`config.mk`:
```
export PLATFORM = sky130hd
export DESIGN_NAME = axi_ad9684_delay_cal_flat
export DESIGN_NICKNAME = d
export VERILOG_FILES = /design/src/rtl/axi_ad9684_delay_cal_pkg.sv /design/src/rtl/axi_ad9684_delay_cal_if.sv /design/src/rtl/axi_ad9684_cal_window.sv /design/src/rtl/axi_ad9684_delay_cal.sv /design/src/flat_wrapper.sv
export SDC_FILE = /design/constraint.sdc
export NUM_CORES = 1
export LEC_CHECK = 0
export BUFFER_PORTS_ARGS = -buffer_cell sky130_fd_sc_hd__buf_2
export CORE_MARGIN = 2
export CORE_UTILIZATION = 49
export DETAILED_ROUTE_END_ITERATION = 10
export GPL_TIMING_DRIVEN = 0
export PLACE_DENSITY = 0.77
export SLEW_MARGIN = 20
export SYNTH_ARGS = -nofsm -noshare
export SYNTH_HDL_FRONTEND = slang
export SYNTH_SLANG_ARGS = --single-unit
```
`constraint.sdc`:
```
create_clock -name up_clk -period 2.4 [get_ports up_clk]
set_input_delay 0.48 -clock up_clk [delete_from_list [all_inputs] [get_ports up_clk]]
set_output_delay 0.48 -clock up_clk [all_outputs]
set_load 0.02 [all_outputs]
```
`src/rtl/axi_ad9684_delay_cal_pkg.sv`:
```
// Shared definitions for the AD9684 IDELAY calibration sequencer:
// FSM state encoding, default widths and tap-range helper.
package ad9684_cal_pkg;

   localparam int DEF_DATA_WIDTH = 15;
   localparam int DEF_TAP_WIDTH  = 5;

   typedef enum logic [3:0] {
      S_IDLE,
      S_WAIT_LK,
      S_LOAD,
      S_SETTLE,
      S_CHECK,
      S_NEXT,
      S_APPLY,
      S_FLOAD,
      S_DONE,
      S_FAIL
   } cal_state_t;

   // highest tap reachable with a given tap field width
   function automatic int tap_max(input int tap_width);
      return (1 << tap_width) - 1;
   endfunction

endpackage

```
`src/rtl/axi_ad9684_delay_cal_if.sv`:
```
// Delay-load bus between the calibration sequencer and up_delay_cntrl.
// up_dld: per-lane load strobe; up_dwdata: per-lane tap value.
interface axi_ad9684_delay_cal_if #(
   parameter int DATA_WIDTH = 15,
   parameter int TAP_WIDTH  = 5
);
   logic [DATA_WIDTH-1:0]           up_dld;
   logic [DATA_WIDTH*TAP_WIDTH-1:0] up_dwdata;

   modport master (output up_dld, output up_dwdata);
   modport slave  (input  up_dld, input  up_dwdata);
endinterface

```
`src/rtl/axi_ad9684_cal_window.sv`:
```
// Longest passing tap window tracker (no wrap-around).
// Ports: clear/step/pass/last/tap in; best_start/best_len out.
module axi_ad9684_cal_window #(
   parameter int TAP_WIDTH = 5
) (
   input  logic                 up_clk,
   input  logic                 up_rstn,
   input  logic                 clear,
   input  logic                 step,
   input  logic                 pass,
   input  logic                 last,
   input  logic [TAP_WIDTH-1:0] tap,
   output logic [TAP_WIDTH-1:0] best_start,
   output logic [TAP_WIDTH:0]   best_len
);

   logic [TAP_WIDTH-1:0] cur_start;
   logic [TAP_WIDTH-1:0] start_n;
   logic [TAP_WIDTH:0]   cur_len;
   logic [TAP_WIDTH:0]   len_inc;

   // a new window starts at the first pass after a fail
   assign start_n = (cur_len == '0) ? tap : cur_start;
   assign len_inc = cur_len + 1'b1;

   always_ff @(posedge up_clk or negedge up_rstn) begin
      if (!up_rstn) begin
         cur_start  <= '0;
         cur_len    <= '0;
         best_start <= '0;
         best_len   <= '0;
      end else if (clear) begin
         cur_start  <= '0;
         cur_len    <= '0;
         best_start <= '0;
         best_len   <= '0;
      end else if (step) begin
         if (pass && !last) begin
            cur_start <= start_n;
            cur_len   <= len_inc;
         end else if (pass) begin
            // strict compare: ties keep the lower window
            if (len_inc > best_len) begin
               best_start <= start_n;
               best_len   <= len_inc;
            end
            cur_len <= '0;
         end else begin
            if (cur_len > best_len) begin
               best_start <= cur_start;
               best_len   <= cur_len;
            end
            cur_len <= '0;
         end
      end
   end

endmodule

```
`src/rtl/axi_ad9684_delay_cal.sv`:
```
// AD9684 IDELAY calibration: sweeps one common tap, qualifies PN status,
// loads the centre of the longest passing window. Ports: cal_* control and
// status, delay_locked, up_pn_err/oos, delay-load bus (dly).
module axi_ad9684_delay_cal
   import ad9684_cal_pkg::*;
#(
   parameter int DATA_WIDTH    = DEF_DATA_WIDTH,
   parameter int TAP_WIDTH     = DEF_TAP_WIDTH,
   parameter int SETTLE_CYCLES = 64,
   parameter int DWELL_CYCLES  = 1024,
   parameter int MIN_WINDOW    = 4,
   parameter int FAIL_TAP      = 16
) (
   input  logic                 up_clk,
   input  logic                 up_rstn,
   input  logic                 cal_start,
   output logic                 cal_busy,
   output logic                 cal_done,
   output logic                 cal_fail,
   output logic [TAP_WIDTH-1:0] cal_tap,
   output logic [TAP_WIDTH:0]   cal_win_len,
   input  logic                 delay_locked,
   input  logic                 up_pn_err,
   input  logic                 up_pn_oos,
   axi_ad9684_delay_cal_if.master dly
);

   localparam int CNT_MAX = (SETTLE_CYCLES > DWELL_CYCLES) ?
                            SETTLE_CYCLES : DWELL_CYCLES;
   localparam int CW = $clog2(CNT_MAX + 1);
   localparam logic [CW-1:0] SETTLE_LAST = CW'(SETTLE_CYCLES - 1);
   localparam logic [CW-1:0] DWELL_LAST  = CW'(DWELL_CYCLES - 1);
   localparam logic [TAP_WIDTH-1:0] TAP_MAX = TAP_WIDTH'(tap_max(TAP_WIDTH));
   localparam logic [TAP_WIDTH-1:0] FAIL_T  = TAP_WIDTH'(FAIL_TAP);

   cal_state_t           state, state_n;
   logic                 lock_m, lock_s;
   logic [TAP_WIDTH-1:0] tap;
   logic [CW-1:0]        cnt;
   logic                 err_q, pass_q, ok_q;
   logic [TAP_WIDTH:0]   win_q;
   logic                 dld_en, win_clr, win_step;
   logic                 abort, last, pn_bad;
   logic [TAP_WIDTH-1:0] best_start;
   logic [TAP_WIDTH:0]   best_len;
   logic [TAP_WIDTH:0]   centre;

   always_ff @(posedge up_clk or negedge up_rstn) begin
      if (!up_rstn) begin
         lock_m <= 1'b0;
         lock_s <= 1'b0;
      end else begin
         lock_m <= delay_locked;
         lock_s <= lock_m;
      end
   end

   assign pn_bad = up_pn_err | up_pn_oos;
   assign last   = (tap == TAP_MAX);
   assign centre = {1'b0, best_start} + (best_len >> 1);
   // losing lock once the sweep has started invalidates every result
   assign abort  = ~lock_s &
                   (state inside {S_LOAD, S_SETTLE, S_CHECK, S_NEXT, S_APPLY});

   assign dly.up_dld    = {DATA_WIDTH{dld_en}};
   assign dly.up_dwdata = {DATA_WIDTH{tap}};

   always_ff @(posedge up_clk or negedge up_rstn) begin
      if (!up_rstn) state <= S_IDLE;
      else          state <= state_n;
   end

   always_comb begin
      state_n  = state;
      dld_en   = 1'b0;
      win_clr  = 1'b0;
      win_step = 1'b0;
      unique case (state)
         S_IDLE:    if (cal_start) begin
                       state_n = S_WAIT_LK;
                       win_clr = 1'b1;
                    end
         S_WAIT_LK: if (lock_s) state_n = S_LOAD;
         S_LOAD:    begin
                       dld_en  = 1'b1;
                       state_n = S_SETTLE;
                    end
         S_SETTLE:  if (cnt == SETTLE_LAST) state_n = S_CHECK;
         S_CHECK:   if (cnt == DWELL_LAST) state_n = S_NEXT;
         S_NEXT:    begin
                       win_step = 1'b1;
                       state_n  = last ? S_APPLY : S_LOAD;
                    end
         S_APPLY:   state_n = S_FLOAD;
         S_FLOAD:   begin
                       dld_en  = 1'b1;
                       state_n = ok_q ? S_DONE : S_FAIL;
                    end
         S_DONE:    state_n = S_IDLE;
         S_FAIL:    state_n = S_IDLE;
         default:   state_n = S_IDLE;
      endcase
      if (abort) begin
         state_n = S_FLOAD;
         dld_en  = 1'b0;
      end
   end

   always_ff @(posedge up_clk or negedge up_rstn) begin
      if (!up_rstn) begin
         tap         <= '0;
         cnt         <= '0;
         err_q       <= 1'b0;
         pass_q      <= 1'b0;
         ok_q        <= 1'b0;
         win_q       <= '0;
         cal_busy    <= 1'b0;
         cal_done    <= 1'b0;
         cal_fail    <= 1'b0;
         cal_tap     <= '0;
         cal_win_len <= '0;
      end else if (abort) begin
         tap   <= FAIL_T;
         ok_q  <= 1'b0;
         win_q <= '0;
         cnt   <= '0;
      end else begin
         unique case (state)
            S_IDLE: if (cal_start) begin
                       tap      <= '0;
                       cal_busy <= 1'b1;
                       cal_done <= 1'b0;
                       cal_fail <= 1'b0;
                    end
            S_LOAD: begin
                       cnt   <= '0;
                       err_q <= 1'b0;
                    end
            S_SETTLE: cnt <= (cnt == SETTLE_LAST) ? '0 : cnt + 1'b1;
            S_CHECK: if (cnt == DWELL_LAST) begin
                        cnt    <= '0;
                        pass_q <= ~(err_q | pn_bad);
                     end else begin
                        cnt   <= cnt + 1'b1;
                        err_q <= err_q | pn_bad;
                     end
            S_NEXT: if (!last) tap <= tap + 1'b1;
            S_APPLY: begin
                        win_q <= best_len;
                        if (int'(best_len) >= MIN_WINDOW) begin
                           tap  <= TAP_WIDTH'(centre);
                           ok_q <= 1'b1;
                        end else begin
                           tap  <= FAIL_T;
                           ok_q <= 1'b0;
                        end
                     end
            S_DONE: begin
                       cal_done    <= 1'b1;
                       cal_busy    <= 1'b0;
                       cal_tap     <= tap;
                       cal_win_len <= win_q;
                    end
            S_FAIL: begin
                       cal_fail    <= 1'b1;
                       cal_busy    <= 1'b0;
                       cal_tap     <= tap;
                       cal_win_len <= win_q;
                    end
            default: ;
         endcase
      end
   end

   axi_ad9684_cal_window #(
      .TAP_WIDTH (TAP_WIDTH)
   ) i_window (
      .up_clk     (up_clk),
      .up_rstn    (up_rstn),
      .clear      (win_clr),
      .step       (win_step),
      .pass       (pass_q),
      .last       (last),
      .tap        (tap),
      .best_start (best_start),
      .best_len   (best_len)
   );

endmodule

```
`src/flat_wrapper.sv`:
```
// flat-port wrapper written by rule: the top's interface ports become plain ports
module axi_ad9684_delay_cal_flat import ad9684_cal_pkg::*;
#(
   parameter int DATA_WIDTH    = DEF_DATA_WIDTH,
   parameter int TAP_WIDTH     = DEF_TAP_WIDTH,
   parameter int SETTLE_CYCLES = 64,
   parameter int DWELL_CYCLES  = 1024,
   parameter int MIN_WINDOW    = 4,
   parameter int FAIL_TAP      = 16
)
  (up_clk, up_rstn, cal_start, cal_busy, cal_done, cal_fail, cal_tap, cal_win_len, delay_locked, up_pn_err, up_pn_oos, dly_up_dld, dly_up_dwdata);
  axi_ad9684_delay_cal_if #(.DATA_WIDTH(DATA_WIDTH), .TAP_WIDTH(TAP_WIDTH)) dly_i ();
  input  logic up_clk;
  input  logic up_rstn;
  input  logic cal_start;
  output logic cal_busy;
  output logic cal_done;
  output logic cal_fail;
  output logic [TAP_WIDTH-1:0] cal_tap;
  output logic [TAP_WIDTH:0] cal_win_len;
  input  logic delay_locked;
  input  logic up_pn_err;
  input  logic up_pn_oos;
  output wire logic [$bits(dly_i.up_dld)-1:0] dly_up_dld;
  output wire logic [$bits(dly_i.up_dwdata)-1:0] dly_up_dwdata;
  assign dly_up_dld = dly_i.up_dld;
  assign dly_up_dwdata = dly_i.up_dwdata;
  axi_ad9684_delay_cal #(.DATA_WIDTH(DATA_WIDTH), .TAP_WIDTH(TAP_WIDTH), .SETTLE_CYCLES(SETTLE_CYCLES), .DWELL_CYCLES(DWELL_CYCLES), .MIN_WINDOW(MIN_WINDOW), .FAIL_TAP(FAIL_TAP)) u_core (.up_clk(up_clk), .up_rstn(up_rstn), .cal_start(cal_start), .cal_busy(cal_busy), .cal_done(cal_done), .cal_fail(cal_fail), .cal_tap(cal_tap), .cal_win_len(cal_win_len), .delay_locked(delay_locked), .up_pn_err(up_pn_err), .up_pn_oos(up_pn_oos), .dly(dly_i));
endmodule
```
==> results of run 1 <==
## routing by layer
| metal | up-vias | wire length, um | global-route usage [%] |
|---|---|---|---|
| met5 | - | 0 | 0 |
| met4 | 0 | 250 | 9.48 |
| met3 | 23 | 622 | 3.20 |
| met2 | 154 | 5450 | 34.6 |
| met1 | 1875 | 4890 | 27.2 |
| li1 | 1929 | - | - |
## kinds of logic after synthesis
group	after synthesis
compound gates	90
xor+xnor	14
fa+ha+maj	22
buf+inv	123
flops	67
mux	31
simple gates	146
## final timing paths
kind	from	end	slack, ps	cells after the start
max reg2reg	u_core.i_window.cur_len[1]$_DFFE_PN0P_	u_core.i_window.best_len[4]$_DFFE_PN0P_	-6	10
min in group up_clk	delay_locked	u_core.lock_m$_DFF_PN0_	230	1
max in group asynchronous	up_rstn	u_core.tap[0]$_DFFE_PN0P_	1840	2
min reg2reg	u_core.lock_m$_DFF_PN0_	u_core.lock_s$_DFF_PN0_	350	0
max	u_core.i_window.cur_len[1]$_DFFE_PN0P_	u_core.i_window.best_len[4]$_DFFE_PN0P_	-6	10
min	up_rstn	u_core.state[0]$_DFFE_PN0P_	7	1
## report_power, final
part | total, uW | switching, uW | internal (uW)
Combinational | 4950 | 2740 | 2210
Clock | 840 | 438 | 402
Sequential | 1810 | 363 | 1440
Total | 7600 | 3550 | 4050
## stage by stage
step	cell area [um2]	TNS [ps]
4_1_cts	5600	-983
3_3_place_gp	5250	-4960
6_report	5860	-9.70
3_5_place_dp	5280	-7850
5_1_grt	5860	-1530
2_1_floorplan	4560	0
## worst max-delay path: stages, from the launching register on
cell and delay, ps:
dfrtp_2 430, ha_4 180, nand3_2 90, xnor2_2 170, ha_1 360, a21o_1 180, a21oi_2 120, nand3_2 110
a32oi_4 310, buf_6 180, mux2i_1 190
## layout make-up
type	count	area (um2)
plain buffers	102	739
clock inverters	4	26.3
multi-input cells	304	2240
flip-flops and latches	67	1690
fillers	707	3240
repair buffers	134	815
clock buffers	12	145
inverters	17	66.3
well taps	111	139
## sequential cells by signal, summed over array words and instances (netlist names), 4 cells and up
name	count
u_core.win_q	6
u_core.cnt	11
u_core.i_window.best_len	6
u_core.i_window.cur_len	6
u_core.cal_tap	5
u_core.state	4
u_core.cal_win_len	6
u_core.i_window.cur_start	5
u_core.tap	5
u_core.i_window.best_start	5
## cell usage after synthesis (5+ instances only)
cell type,n,area [um2]
a21oi_1,25,125
clkbuf_1,13,48.8
nor3_1,8,40.0
inv_1,17,63.8
dfrtp_1,67,1680
xor2_1,9,78.8
a31oi_1,5,31.3
a21o_1,9,67.6
or3_1,5,31.3
a211oi_1,5,37.5
nand3_1,20,100
nand4_1,5,31.3
nand2_1,48,180
buf_2,7,35.0
nor2_1,24,90.1
mux2i_1,19,190
xnor2_1,5,43.8
o21ai_0,21,105
mux2_2,12,135
nand2b_1,5,31.3
buf_4,86,646
a22o_1,6,52.6
ha_1,21,263
## timing repair
item | in CTS | in global routing
cloned | 1 | 2
pin swaps | 6 | 13
setup endpoints to repair | 39 | 37
gates resized for setup | 25 | 52
setup buffers | 8 | 14
==> reports/qor.txt, run 1 <==
GR Util All Layers - 20.9%
CP required - 2670 ps
normalized max-slew margin - 42.1%
Vias/cell - 5.30
Tmin final - 2410 ps
RSZ-0062 raised after global routing - true
failing checks - setup timing
worst setup path category - reg -> reg
Bufs on Longest Clock Path - 2
effective utilization at floorplan - 49.7%
Synth Warn # - 0
final worst-path cycle share - 100%
mapped cell area - 0.00453 mm2
DR WL/cell - 14.9 um
CP Max Fanout - 5
drt drc - 0
XOR/XNOR share of the synthesized area - 2.71%
asr flop ratio synth - 100%
IO Pins - 110
gr ovfl total - 0
clock root buffer - clkbuf_8
Final Skew - 12.1 ps
Mapped Nets - 521
Avg Cell Area, Syn - 9.18 um2
share of layout cells above drive strength 1 - 45.5%
Die X - 100 um
vias in the first global route - 3595
CTS Buf Count - 9
total leakage power - 0.00311 uW
Chip Height - 100 um
Buffers on Ports - 109
P&R area growth vs syn - 29.5%
Worst Hold Class - in -> async
Final Wtd Congestion - 0.908
die area - 0.0100 mm2
sequential area share after synthesis - 37.0%
area of the core - 0.00911 mm2
initial antenna violation count - 0
clk_lat worst skew - 350 ps
FF+latch count, synth - 67
Adder-Cell Fraction of Synth Area - 6.25%
routed wire length - 11200 um
outcome - finished, violations left
post-synth cell types - 51
PnR Total Power - 7600 uW
final core occ - 64.4%
PwrDens - 1300 mW/mm2
setup violators final - 3
Final WS setup - -5.67 ps
post-placement setup slack - -494 ps
largest family of logic cells by synthesized area - buffers and inverters
largest net degree at the start of global routing - 49
crit path launch type - register
Fmax - 416 MHz
dominant synthesized flop cell - dfrtp_1
Pins Over Slew Limit - 0
CP endpoint kind - register
antenna viol nets, final - 0
Synth Area in Simple Gates - 16.3%
fin cells - 751
number of max-cap violations - 0
nets - 663
final-report hold violation count - 0
1st-iter DRT viols - 155
Clock transition at path regs - 70 ps
# hold bufs at CTS - 0
mux share of post-synthesis cell area - 7.19%
final hold slack - 7.34 ps
row cnt - 35
Worst-Margin Slew - 862 ps
Synth Area in Compound Gates - 13.0%
EDFF count, synth - 0
Worst VDD drop - 555 uV
routed via count - 3981
first-pass GRT wire length - 16800 um
DRT Pass-1 Iters - 4
CTS tree - done
Inst Count DP - 714
# diodes - 0
most common cell after layout, fill and taps aside - buf_4
Worst Path Arrival - 2670 ps
H-tree depth - 3
most frequent cells in the layout - 110 x buf_4, 103 x buf_2, 60 x dfrtp_1
detailed-placement wirelength estimate - 7500 um
Clock Sinks - 67
cells after synthesis - 493
(Power assumes the default switching activity.)
==> run 2: changes to the inputs <==
--- a/config.mk
+++ b/config.mk
@@ -6,12 +6,15 @@
 export NUM_CORES = 1
 export LEC_CHECK = 0
 export BUFFER_PORTS_ARGS = -buffer_cell sky130_fd_sc_hd__buf_2
+export CELL_PAD_IN_SITES_DETAIL_PLACEMENT = 1
+export CELL_PAD_IN_SITES_GLOBAL_PLACEMENT = 2
 export CORE_MARGIN = 2
-export CORE_UTILIZATION = 49
+export CORE_UTILIZATION = 30
 export DETAILED_ROUTE_END_ITERATION = 10
 export GPL_TIMING_DRIVEN = 0
-export PLACE_DENSITY = 0.77
-export SLEW_MARGIN = 20
+export PLACE_DENSITY_LB_ADDON = 0.1
+export SLEW_MARGIN = 10
 export SYNTH_ARGS = -nofsm -noshare
 export SYNTH_HDL_FRONTEND = slang
+export SYNTH_HIERARCHICAL = 1
 export SYNTH_SLANG_ARGS = --single-unit
==> reports/qor.txt, run 2 <==
Buffers on Ports - 109 (unchanged)
Top cell by count, worst path - buf_6
Yosys top cell area share - 36.7% (-0.37 points)
Synth Warn # - 6 (+6)
initial antenna violation count - 0 (unchanged)
DR WL/cell - 16.6 um (+11%)
Post-synth top cells - 87 x buf_4, 67 x dfrtp_1, 42 x nand2_1
clock root buffer - clkbuf_16
routed wire length - 13900 um (+24%)
cells after synthesis - 492 (-0.20%)
Worst VDD drop - 464 uV (-16%)
share of layout cells above drive strength 1 - 50.6% (+5.1 points)
H-tree depth - 3 (unchanged)
number of max-cap violations - 0 (unchanged)
clk_lat worst skew - 340 ps (about the same)
worst-path cell chain - buf_8, or3b_4, a21oi_4, buf_6, buf_4, buf_6
top cells by area, synth - dfrtp_1 37%, buf_4 14%, ha_1 5.7%, a21oi_1 3.8%, nand2_1 3.4%
Mapped Nets - 520 (-0.19%)
setup violators final - 0 (-3)
Die X - 127 um (+27%)
Fmax - 421 MHz (+1.3%)
final core occ - 42.9% (-21 points)
CP required - 1920 ps (-750 ps)
Top reg by flops - u_core/cnt
first-pass GRT wire length - 21800 um (+29%)
largest net degree at the start of global routing - 60 (+22%)
most frequent cells in the layout - 98 x buf_4, 97 x buf_2, 57 x dfrtp_1
RSZ-0062 raised after global routing - true
gr ovfl total - 0 (unchanged)
CP endpoint kind - output pin
reg2reg end - u_core/i_window/cur_start[1]$_DFFE_PN0P_
P&R area growth vs syn - 41.0%
vias in the first global route - 4132 (+15%)
routed via count - 4023 (+1.1%)
FF+latch count, synth - 67 (unchanged)
final hold slack - 245 ps (+238 ps)
IO Pins - 110 (unchanged)
Worst-Margin Slew - 671 ps (-191 ps)
Reg2Reg Depth - 7 (-3)
asr flop ratio synth - 100% (unchanged)
Hold Path Stages - 1
area of the core - 0.0150 mm2 (+65%)
final-report hold violation count - 0 (unchanged)
CTS Buf Count - 9 (unchanged)
Pins Over Slew Limit - 0 (unchanged)
die area - 0.0162 mm2 (+62%)
final worst-path cycle share - 98.9% (-1.3 points)
mapped cell area - 0.00457 mm2 (+1.0%)
Worst Path Arrival - 1890 ps (-780 ps)
critical-path cell with the highest stage delay - dfrtp_2
GR Util All Layers - 17.2% (-3.7 points)
CTS tree - done
detailed-placement wirelength estimate - 9440 um (+26%)
Bufs on Longest Clock Path - 2 (unchanged)
Chip Height - 127 um (+27%)
most common cell after layout, fill and taps aside - buf_4
Avg Cell Area, Syn - 9.29 um2 (+1.2%)
DRT Pass-1 Iters - 4 (unchanged)
RR Startpoint - u_core/tap[1]$_DFFE_PN0P_
Worst path top cell family by delay - buffers and inverters
worst setup path category - reg -> out
most frequent cell after synthesis - buf_4
effective utilization at floorplan - 30.4% (-19 points)
Final Skew - 8.94 ps (-3.13 ps)
area leader, netlist - dfrtp_1
Worst Hold Path EP - u_core/lock_m$_DFF_PN0_
row cnt - 45 (+29%)
1st-iter DRT viols - 154 (-0.65%)
max reg flops - 11 (unchanged)
Final Wtd Congestion - 0.783 (-14%)
sequential area share after synthesis - 36.7% (-0.37 points)
CP Depth - 6 (-4)
# diodes - 0 (unchanged)
dominant synthesized flop cell - dfrtp_1
Largest stage delay, worst path - 420 ps (about the same)
Clock Sinks - 67 (unchanged)
EDFF count, synth - 0 (unchanged)
Hold Startpoint - delay_locked
R2R setup slack - 40 ps (+50 ps)
PwrDens - 1340 mW/mm2 (+3.7%)
outcome - completed
Vias/cell - 4.81 (-9.2%)
Tmin final - 2370 ps (-31.1 ps)
antenna viol nets, final - 0 (unchanged)
normalized max-slew margin - 55.2% (+13 points)
Worst Hold Class - in -> reg
crit path launch type - register
CP Max Fanout - 8 (+3)
drt drc - 0 (unchanged)
Clock transition at path regs - 50 ps (-20 ps)
post-synth cell types - 61 (+20%)
CP bufs+invs - 4 (+3)
total leakage power - 0.00316 uW (+1.9%)
nets - 672 (+1.4%)
-- run 2: layout make-up --
| cell class | instances | area (um2) |
|---|---|---|
| multi-input combinational | 300 | 2350 |
| buffer | 104 | 843 |
| fill | 1725 | 8580 |
| clock buffer | 13 | 260 |
| timing repair buffer | 140 | 947 |
| inverter | 22 | 88.8 |
| tap | 188 | 235 |
| sequential | 67 | 1690 |
| clock inverter | 2 | 35.0 |
-- run 2: through the flow --
stage | instance area [um2] | power [uW] | instances | setup WS (ps) | setup TNS (ps)
4_1_cts | 6130 | 8460 | 825 | -64.2 | -437
3_5_place_dp | 5390 | 6450 | 790 | -610 | -15560
5_1_grt | 6450 | 9270 | 836 | -21.7 | -173
3_3_place_gp | 5360 | 6350 | 789 | -539 | -12770
6_report | 6450 | 8670 | 836 | 25.4 | 0
2_1_floorplan | 4580 | 5090 | 492 | 82.5 | 0
-- run 2: repair_timing --
item | CTS | global route
buffers inserted | 16 | 11
hold buffers | 1 | 0
setup endpoints to repair | 50 | 36
hold endpoints to repair | 8 | 0
pin swaps | 5 | 15
gates cloned | 3 | 1
gates resized for setup | 76 | 62
-- run 2: layer usage --
metal / GRT usage, % / vias to the layer above / routed length, um
met4: 7.89 / 0 / 392
met2: 28.8 / 95 / 6830
met1: 21.5 / 1949 / 6110
met5: 0 / - / 0
met3: 3.14 / 25 / 581
li1: - / 1954 / -
-- run 2: worst max path at each step --
| stage | end | start | slack (ps) |
|---|---|---|---|
| floorplan | u_core/tap[0]$_DFFE_PN0P_ | u_core/tap[0]$_DFFE_PN0P_ | 80 |
| global placement | u_core/i_window/best_len[1]$_DFFE_PN0P_ | u_core/state[0]$_DFFE_PN0P_ | -540 |
| detailed placement | u_core/i_window/best_start[2]$_DFFE_PN0P_ | u_core/state[0]$_DFFE_PN0P_ | -610 |
| CTS | dly_up_dld[6] | u_core/state[2]$_DFFE_PN0P_ | -60 |
| global route | dly_up_dld[7] | u_core/state[0]$_DFFE_PN0P_ | -20 |
| finish | dly_up_dld[7] | u_core/state[0]$_DFFE_PN0P_ | 30 |
-- run 2: cell families after synthesis --
family	count (synthesis)	synth area share [%]
and+or+nand+nor	134	15.3
adders and majority gates	22	6.18
DFF	67	36.7
xor gates and xnor gates	19	3.64
muxes	16	3.94
buffers and inverters	126	17.9
AOI/OAI and AO/OA	108	16.4
-- run 2: power by group --
part	switching, uW	leakage [uW]	internal, uW
Clock	487	0.000146	854
Sequential	380	0.000871	1490
Combinational	2870	0.00215	2590
Total	3740	0.00316	4930
